==> src/rtl/morse_decoder.sv <==
// Morse receiver: synchronizes and tick-samples a serial on/off line, classifies mark/space runs
// and decodes letters S..Z to a 3-bit code with one-cycle valid/error strobes.
module morse_decoder #(
  parameter int TICK_DIV  = 25000000,
  parameter int GAP_TICKS = 3
) (
  input  logic       clock,
  input  logic       reset,
  input  logic       morse_in,
  output logic [2:0] letter,
  output logic       letter_valid,
  output logic       decode_error,
  output logic       busy
);

  localparam int CW = (TICK_DIV > 1) ? $clog2(TICK_DIV) : 1;

  typedef enum logic [1:0] {IDLE, MARK, SPACE, DRAIN} state_t;

  state_t        state_reg, state_next;
  logic          sync1_reg, sync2_reg;
  logic [CW-1:0] div_reg;
  logic          tick;
  logic [2:0]    mark_len_reg, mark_len_next;
  logic [2:0]    space_len_reg, space_len_next;
  logic [3:0]    sym_reg, sym_next;
  logic [2:0]    sym_cnt_reg, sym_cnt_next;
  logic [2:0]    letter_reg, letter_next;
  logic          valid_reg, valid_next;
  logic          error_reg, error_next;
  logic [2:0]    mark_inc, space_inc;
  logic          match_hit;
  logic [2:0]    match_code;

  assign tick = (div_reg == CW'(TICK_DIV - 1));

  always_ff @(posedge clock) begin
    if (reset) begin
      sync1_reg     <= 1'b0;
      sync2_reg     <= 1'b0;
      div_reg       <= '0;
      state_reg     <= IDLE;
      mark_len_reg  <= 3'd0;
      space_len_reg <= 3'd0;
      sym_reg       <= 4'd0;
      sym_cnt_reg   <= 3'd0;
      letter_reg    <= 3'd0;
      valid_reg     <= 1'b0;
      error_reg     <= 1'b0;
    end else begin
      sync1_reg     <= morse_in;
      sync2_reg     <= sync1_reg;
      div_reg       <= tick ? '0 : div_reg + CW'(1);
      state_reg     <= state_next;
      mark_len_reg  <= mark_len_next;
      space_len_reg <= space_len_next;
      sym_reg       <= sym_next;
      sym_cnt_reg   <= sym_cnt_next;
      letter_reg    <= letter_next;
      valid_reg     <= valid_next;
      error_reg     <= error_next;
    end
  end

  // Run counters saturate rather than wrap so a long space can never alias a short one.
  assign mark_inc  = (mark_len_reg == 3'd7) ? mark_len_reg : mark_len_reg + 3'd1;
  assign space_inc = (space_len_reg == 3'd7) ? space_len_reg : space_len_reg + 3'd1;

  // Symbols are stored LSB-first, dash=1; the count disambiguates e.g. S (...) from T (-).
  always_comb begin
    match_hit  = 1'b1;
    match_code = 3'd0;
    case ({sym_cnt_reg, sym_reg})
      7'b011_0000: match_code = 3'd0;
      7'b001_0001: match_code = 3'd1;
      7'b011_0100: match_code = 3'd2;
      7'b100_1000: match_code = 3'd3;
      7'b011_0110: match_code = 3'd4;
      7'b100_1001: match_code = 3'd5;
      7'b100_1101: match_code = 3'd6;
      7'b100_0011: match_code = 3'd7;
      default:     match_hit  = 1'b0;
    endcase
  end

  always_comb begin
    state_next     = state_reg;
    mark_len_next  = mark_len_reg;
    space_len_next = space_len_reg;
    sym_next       = sym_reg;
    sym_cnt_next   = sym_cnt_reg;
    letter_next    = letter_reg;
    valid_next     = 1'b0;
    error_next     = 1'b0;
    if (tick) begin
      case (state_reg)
        IDLE: begin
          if (sync2_reg) begin
            state_next    = MARK;
            mark_len_next = 3'd1;
            sym_next      = 4'd0;
            sym_cnt_next  = 3'd0;
          end
        end
        MARK: begin
          if (sync2_reg) begin
            mark_len_next = mark_inc;
            if (mark_inc == 3'd4) begin
              error_next     = 1'b1;
              space_len_next = 3'd0;
              state_next     = DRAIN;
            end
          end else begin
            space_len_next = 3'd1;
            if (sym_cnt_reg == 3'd4) begin
              // The closing space of a fifth symbol already counts toward the drain gap.
              error_next = 1'b1;
              state_next = DRAIN;
            end else begin
              sym_next[sym_cnt_reg[1:0]] = (mark_len_reg != 3'd1);
              sym_cnt_next               = sym_cnt_reg + 3'd1;
              state_next                 = SPACE;
            end
          end
        end
        SPACE: begin
          if (sync2_reg) begin
            state_next    = MARK;
            mark_len_next = 3'd1;
          end else begin
            space_len_next = space_inc;
            if (space_inc == 3'(GAP_TICKS)) begin
              if (match_hit) begin
                letter_next = match_code;
                valid_next  = 1'b1;
              end else begin
                error_next = 1'b1;
              end
              sym_next     = 4'd0;
              sym_cnt_next = 3'd0;
              state_next   = IDLE;
            end
          end
        end
        DRAIN: begin
          if (sync2_reg) begin
            space_len_next = 3'd0;
          end else begin
            space_len_next = space_inc;
            if (space_inc == 3'(GAP_TICKS)) begin
              sym_next     = 4'd0;
              sym_cnt_next = 3'd0;
              state_next   = IDLE;
            end
          end
        end
        default: state_next = IDLE;
      endcase
    end
  end

  assign letter       = letter_reg;
  assign letter_valid = valid_reg;
  assign decode_error = error_reg;
  assign busy         = (state_reg != IDLE);

endmodule

==> config.mk <==
export PLATFORM = sky130hd
export DESIGN_NAME = morse_decoder
export DESIGN_NICKNAME = d
export VERILOG_FILES = /design/src/rtl/morse_decoder.sv
export SDC_FILE = /design/constraint.sdc
export NUM_CORES = 1
export LEC_CHECK = 0
export CAP_MARGIN = 20
export CORE_ASPECT_RATIO = 0.9
export CORE_MARGIN = 5
export CORE_UTILIZATION = 30
export DETAILED_ROUTE_END_ITERATION = 10
export REMOVE_ABC_BUFFERS = 1
export SETUP_SLACK_MARGIN = 0.02
export SYNTH_ARGS = -nofsm -noshare
export SYNTH_HDL_FRONTEND = slang
export SYNTH_SLANG_ARGS = --single-unit
export TNS_END_PERCENT = 5
==> constraint.sdc <==
create_clock -name clock -period 2.3 [get_ports clock]
set_input_delay 0.23 -clock clock [delete_from_list [all_inputs] [get_ports clock]]
set_output_delay 0.23 -clock clock [all_outputs]
set_load 0.005 [all_outputs]
After elaboration in Yosys (flattened, before gate mapping)
Index checks and enable logic that the tools add are counted.
{ "totals": {"output_inout_bits": 6, "inputBits": 3, "reg_bits": 47} }
{ "classes": {"reduce_logical": 16, "eq_ne": 28, "mux": 43, "bitwise": 4, "order_cmp": 2, "add_sub_neg": 4} }
{ "ops": {"columns": ["cell", "n"], "rows": [
  ["3-bit two-way mux", 13],
  ["7-bit == test, second input constant", 4],
  ["25-bit by 1-bit adder with 25-bit output, second input constant", 1],
  ["25-bit == test, second input constant", 1],
  ["7-bit by 6-bit == test with 1-bit output, second input constant", 3],
  ["3-bit one-hot mux with 7 select lines", 1],
  ["4-bit two-way mux", 5],
  ["3-bit one-hot mux with 3 select lines", 2],
  ["2-bit != test, second input constant", 7],
  ["3-bit == test, second input constant", 4],
  ["2-bit two-way mux", 6],
  ["4-bit one-hot mux with 3 select lines", 1],
  ["4-bit AND reduction", 3],
  ["1-bit two-way mux", 10],
  ["3-bit by 1-bit adder with 3-bit output, second input constant", 3],
  ["2-bit one-hot mux with 4 select lines", 1],
  ["2-bit OR reduction", 4],
  ["8-bit OR reduction", 1],
  ["7-bit by 5-bit == test with 1-bit output, second input constant", 1],
  ["3-bit one-hot mux with 2 select lines", 1],
  ["6-bit AND reduction", 1],
  ["5-bit AND reduction", 1],
  ["5-bit OR reduction", 1],
  ["4-bit bitwise mux", 1],
  ["other kinds (15)", 21]
]} }

Depth between registers and ports, before layout
{ "depth": {"ltp_word": 8, "depth_mapped": 10, "depth_no_buf": 7} }

Worst setup path after synthesis
OpenSTA, ideal clock, no wires.
{ "synth_path": {"path_kind": "register -> register", "startpoint": "register sym_cnt_reg[0]", "endpoint": "register letter_reg[0] (netlist: letter[0])", "path_buffers": 0, "setup_slack_ns": 0.260, "arrival_time_ns": 1.969, "path_stages_with_launch": 8, "required_ns": 2.229, "setup_time_ns": 0.071, "period_less_slack_ns": 2.040, "cell_sequence": "dfxtp_1 -> ha_1 -> ha_1 -> or3b_2 -> a21oi_1 -> o41ai_1 -> or4_1 -> a21oi_1"} }
{ "synth_via": {"elab_chain_len": 4} }
{ "synth_rtl": {"columns": ["element", "line", "source"], "rows": [
  ["start, declared", "27", "logic [2:0] sym_cnt_reg, sym_cnt_next;"],
  ["start signal, assigned", "58", "sym_cnt_reg <= sym_cnt_next;"],
  ["7-bit == test, or another cell as far along", "73", "case ({sym_cnt_reg, sym_reg})"],
  ["8-bit OR reduction (no line)", null, null],
  ["1-bit two-way mux", "73", null],
  ["5-bit AND reduction (no line)", null, null],
  ["end signal, assigned", "59", "letter_reg <= letter_next;"],
  ["end, declared", "28", "logic [2:0] letter_reg, letter_next;"]
]} }
Several ways; a longest one is shown, not always the timed one.
A chain may end at the register's enable or synchronous reset.

Final worst setup path
Ends and elaborated chain as after synthesis.

==> results.json <==
{
  "clockBufferDepth": 2,
  "hp-class": "flop to flop",
  "synth_enable_flop_cells": 0,
  "crit_path_start_kind": "flop",
  "p_per_area_nw_per_um2": 468,
  "syn_inst": 320,
  "die_area_sq_um": 10800,
  "htreeDepth": 2,
  "place_area_sq_um": 2890,
  "p_leak_nw": 0.974,
  "cts.sinks": 47,
  "die_h_um": 99.1,
  "async_flop_share_pct": 0,
  "path_max_fanout": 5,
  "cts_buffers": 5,
  "end_kind": "flop",
  "cts-root-buf": "clkbuf_8",
  "setup_violations": 0,
  "yosysWarnings": 0,
  "period_share_pct": 94.7,
  "hpwlAfterDp_mm": 3.87,
  "largest_register_ffs": 25,
  "nNetsFinal": 346,
  "first_pass_iters": 4,
  "routed_via_density": 4.91,
  "rows": 32,
  "route.detailed.drc": 0,
  "ir_drop_v": 0.000190,
  "synth_seq_area_share_pct": 35.6,
  "final_antenna_net_count": 0,
  "routedWlPerCell_um": 12.1,
  "timing.slew.headroom_pct": 59.2,
  "drive_above_1_share_pct": 8.79,
  "clk_pin_slew_ns": 0.10,
  "yosys_most_used_dff": "dfxtp_1",
  "seqCellArea_sq_um": 942,
  "post-cts-setup-buffers": 0,
  "synth.cell_area_sq_um": 2650,
  "insertion_delay_ns": 0.31,
  "cts_tree": "done",
  "fmax_mhz": 459,
  "worstPathRequired_ns": 2.55,
  "finalClockSkew_ns": 0.0125,
  "num_vias": 2204,
  "diodes": 0,
  "hold_viol": 0,
  "ioPinCount": 9,
  "arrival_ns": 2.42,
  "grt-ovfl-total": 0,
  "antenna_found_initial": 0,
  "grt_max_degree": 26,
  "fin_hold_ws_ns": 0.462,
  "grt_use_total_pct": 10.8,
  "finalWirelength_mm": 5.43,
  "design.core.area_sq_um": 8610,
  "drt_iter0_drc": 128,
  "tns_ns": 0,
  "tightest_slew_ns": 0.605,
  "holdBufCountCts": 0,
  "fin_crit_ns": 2.18,
  "slew_violations": 0,
  "drv_cap": 0,
  "ys_ff_latch": 47,
  "initial_utilization_pct": 30.7,
  "path_class": "flop to flop",
  "die_w_um": 109,
  "avgSynthCellArea_sq_um": 8.27,
  "grt_pass1_vias": 2113,
  "grt_pass1_wl_mm": 9.65,
  "fill_cells": 920,
  "place_congestion": 0.821,
  "syn_to_final_growth_pct": 13.0,
  "io_buffer_count": 8,
  "finalPower_mw": 1.40,
  "outcome": "finished, final reports clean",
  "final_area_sq_um": 2990,
  "multi_input_area_sq_um": 1580,
  "synth_cell_type_count": 49
}
## per-stage QoR
step | setup slack (ns) | cells | util (%)
2_1_floorplan | 0.261 | 305 | -
5_1_grt | -0.0358 | 449 | 34.8
4_1_cts | 0.106 | 449 | 34.7
3_5_place_dp | 0.125 | 441 | 33.5
3_3_place_gp | 0.156 | 441 | 33.5
6_report | 0.122 | 449 | 34.8
## kinds of logic (layout without fill, tap and decap cells)
kind of cell | after synthesis | count (layout) | synth area share [%]
DFF | 47 | 47 | 35.6
and+or+nand+nor | 151 | 151 | 31.3
muxes | 3 | 3 | 1.18
adders and majority gates | 14 | 14 | 6.62
buffers and inverters | 31 | 41 | 4.92
AOI/OAI and AO/OA | 49 | 49 | 12.2
xor gates and xnor gates | 25 | 25 | 8.27
## critical path, stage by stage (launching register included)
cell,delay [ns]
dfxtp_2,0.37
ha_1,0.20
ha_1,0.16
nor4bb_1,0.40
and2_1,0.22
o41ai_1,0.14
or4_1,0.48
a21oi_1,0.15
## repair_timing
action,4_1_cts,5_1_grt
endpoints found under the hold margin,0,0
endpoints found under the setup margin,0,3
resized for setup,0,3
## per-layer routing
| layer | vias up | routed length (um) | GRT usage, % | part of all wire [%] |
|---|---|---|---|---|
| li1 | 1147 | - | - | - |
| met1 | 1018 | 2670 | 14.5 | 49 |
| met2 | 32 | 2510 | 17.2 | 46 |
| met3 | 7 | 182 | 2.27 | 3.4 |
| met4 | 0 | 74 | 3.59 | 1.4 |
| met5 | - | 0 | 0 | 0 |
## layout make-up
cell class                      instances  share of cell area, %
Multi-Input combinational cell        242                   52.9
Sequential cell                        47                   31.5
Timing Repair Buffer                   17                   5.35
Tap cell                              119                   4.98
Clock buffer                            6                   2.76
Inverter                               16                   2.01
Clock inverter                          2                  0.544
## synth_stat cells (2+ instances only)
cell,count,area [sq um]
a21oi_1,15,75.1
a31oi_1,5,31.3
a32oi_1,2,17.5
and2_1,3,18.8
and3_1,5,31.3
and4_1,4,35.0
buf_2,5,25.0
clkbuf_1,9,33.8
dfxtp_1,47,941
ha_1,14,175
inv_1,16,60.1
mux2i_1,2,20.0
nand2_1,14,52.6
nand2b_1,7,43.8
nand3_1,13,65.1
nand4_1,8,50.1
nor2_1,46,173
nor2b_1,11,68.8
nor3_1,11,55.1
nor4_1,8,50.1
nor4b_1,4,35.0
nor4bb_1,2,20.0
o21ai_0,9,45.0
o2bb2ai_1,4,35.0
o41ai_1,3,26.3
or2_2,3,18.8
or3b_2,2,17.5
or4_1,4,30.0
xnor2_1,17,149
xor2_1,8,70.1
## power by group
part	switching (mW)	internal, mW	leakage (nW)	total [mW]
Sequential	0.00632	0.819	0.380	0.825
Combinational	0.0220	0.0167	0.546	0.0387
Clock	0.289	0.246	0.0474	0.535
Total	0.318	1.08	0.974	1.40
## path summary, 6_finish.rpt
| kind | start | to | slack (ns) | depth (start not counted) |
|---|---|---|---|---|
| worst min register to register | sync1_reg | sync2_reg | 0.46 | 1 |
| worst min-delay path | sync1_reg | sync2_reg | 0.46 | 1 |
| worst max-delay path | sym_cnt_reg[0] | letter[0] | 0.12 | 7 |
| worst max register to register | sym_cnt_reg[0] | letter[0] | 0.12 | 7 |
## placed cells by master, fill, tap and decap left out, drive strengths merged, types with 4 or more instances in the layout
| master | netlist | layout |
|---|---|---|
| nor4b | 4 | 4 |
| nand3 | 13 | 13 |
| clkbuf | 9 | 6 |
| nor4 | 9 | 9 |
| clkdlybuf4s50 | 0 | 8 |
| o2bb2ai | 4 | 4 |
| dfxtp | 47 | 47 |
| xor2 | 8 | 8 |
| xnor2 | 17 | 17 |
| a21oi | 15 | 15 |
| nor3 | 11 | 11 |
| a31oi | 5 | 5 |
| ha | 14 | 14 |
| and4 | 4 | 4 |
| and3 | 5 | 5 |
| buf | 6 | 9 |
| nand2b | 7 | 7 |
| nand4 | 8 | 8 |
| or4 | 4 | 4 |
| or2 | 4 | 4 |
| inv | 16 | 16 |
| o21ai | 9 | 9 |
| nor2 | 46 | 46 |
| nor2b | 11 | 11 |
| nand2 | 14 | 14 |
(Power assumes the default switching activity.)
==> patch, RTL diff (same settings) <==
Encoding of `state_t`: now Gray code (2 bits for 4 states).
--- a/src/rtl/morse_decoder.sv
+++ b/src/rtl/morse_decoder.sv
@@ -15,7 +15,7 @@
 
   localparam int CW = (TICK_DIV > 1) ? $clog2(TICK_DIV) : 1;
 
-  typedef enum logic [1:0] {IDLE, MARK, SPACE, DRAIN} state_t;
+  typedef enum logic [1:0] {IDLE = 2'b00, MARK = 2'b01, SPACE = 2'b11, DRAIN = 2'b10} state_t;
 
   state_t        state_reg, state_next;
   logic          sync1_reg, sync2_reg;
Behaviour: no difference found for any inputs over 10 cycles, from zero or initial values and one cycle with reset high; not proved beyond that.
==> patch against the original RTL <==
- count of clock-buffer cells in the layout grew 2
- synthesized area grew 0.80%
- first-iteration DRC count shrank 19%
- sequential cell count is the same
- routed wire length grew 3.1%
- final area shrank 1.0%
- worst setup slack gained 73 ps
- total power grew 0.64%
- critical endpoint is now sym_cnt_reg[2]
==> patch: results (changes against the original RTL) <==
Worst setup path
  – Arrival @ worst endpoint: 2330 ps (was 2420 ps)
  – Worst path slowest cell: or4b_4 (was or4_1)
  – Crit path max-delay family: simple AND/OR/NAND/NOR gates (unchanged)
  – Worst r2r src: space_len_reg[0] (was sym_cnt_reg[0])
  – Critical path peak fanout: 8 (was 5)
  – FF-to-FF End: sym_cnt_reg[2] (was letter[0])
  – FF-to-FF path depth: 6 (was 7)
  – Worst Setup EP: sym_cnt_reg[2] (was letter[0])

GRT
  – GRT Overall Usage: 0.109 (was 0.108)
  – Vias in the first global route: 2070 (was 2113)
  – Largest net degree at the start of global routing: 25 (was 26)
  – First-pass GRT wire length: 9.88 mm (was 9.65 mm)
  – Met3 usage: 0.0234 (was 0.0227)
  – Global routing usage on met1: 0.158 (was 0.145)
  – Met2 Use GR: 0.163 (was 0.172)

Cells and area
  – Fraction of area in registers: 0.318 (was 0.315)
  – Non-clock buffers: 11 (was 17)
  – Clock buffers: 8 (was 6)
  – Fin cells: 441 (was 449)
  – Data buffer area share: 0.0347 (was 0.0535)
  – Multi-input gates: 239 (was 242)
  – Layout cell share with drive strength beyond 1: 0.0683 (was 0.0879)
  – Fin nets: 338 (was 346)
  – Inverters, non-clock: 17 (was 16)
  – Clock-cell share of area: 0.0338 (was 0.0330)
  – Fill count: 858 (was 920)
  – Area grow syn2layout: 11.0% (was 13.0%)
  – Multi-input gate share of total cell area: 0.542 (was 0.529)

CTS
  – CTS max path bufs: 2 (unchanged)
  – # clock sinks: 47 (unchanged)
  – CTS buffer count: 5 (unchanged)

Power and ir drop
  – LEAKAGE: 1.03 nW (was 0.974 nW)
  – VDD IR max: 225 uV (was 190 uV)

Placed design
  – Placed cell count: 433 (was 441)
  – Dpl cell area: 2860 sq um (was 2890 sq um)
  – DP Wirelength: 4.03 mm (was 3.87 mm)
  – GPL Wtd Cong: 0.850 (was 0.821)

Synthesis
  – Dominant cells by area after synthesis: dfxtp_1 (35%), ha_1 (6.6%), nor2_1 (5.8%), xor2_1 (4.6%), xnor2_1 (3.3%) (was dfxtp_1 (36%), ha_1 (6.6%), nor2_1 (6.5%), xnor2_1 (5.6%), a21oi_1 (2.8%))
  – Sequential cell area fraction in the yosys report: 0.353 (was 0.356)
  – Leading cell types by count after synthesis: dfxtp_1 (47), nor2_1 (41), nand2_1 (18) (was dfxtp_1 (47), nor2_1 (46), xnor2_1 (17))
  – Yosys cell types: 52 (was 49)
  – Avg Inst Size Synth: 8.39 sq um (was 8.27 sq um)

Route
  – Vias/cell: 5.00 (was 4.91)
  – Routed len/inst: 12.7 um (was 12.1 um)
  – Initial DRC count: 104 (was 128)

STA
  – Hold slack: 437 ps (was 462 ps)
  – Clock skew: 9.05 ps (was 12.5 ps)
  – Worst Tran Pin Value: 605 ps (about the same)
  – Final worst slack: 195 ps (was 122 ps)

Hold path
  – HP Class: reg2reg (unchanged)

Run status
  – Status: complete, no violations (unchanged)
-- patch: cell count changes after synthesis, sizes merged, moves of 5 or more --
cell,before,now
and3,5,15
nand4,8,14
nor2,46,41
nor2b,11,4
nor3,11,6
nor4,9,4
o31ai,0,7
xnor2,17,10
xor2,8,14
-- patch: metal layers --
metal,vias to the layer above,wire length (um)
li1,1150,-
met1,1004,2850
met2,45,2430
met3,5,263
met4,0,53
met5,-,0
-- patch: cell families (layout without fill, tap and decap cells) --
group / after synthesis / after routing / share of synthesized area
buffers and inverters: 32 / 36 / 0.0460
and+or+nand+nor: 144 / 144 / 0.309
adders and majority gates: 14 / 14 / 0.0657
xor gates and xnor gates: 24 / 24 / 0.0788
AOI/OAI and AO/OA: 57 / 57 / 0.148
DFF: 47 / 47 / 0.353
-- patch: power by group --
part	total [mW]	switching, mW	internal (mW)
clock network	0.550	0.275	0.275
logic	0.0345	0.0220	0.0125
registers	0.824	0.00501	0.819
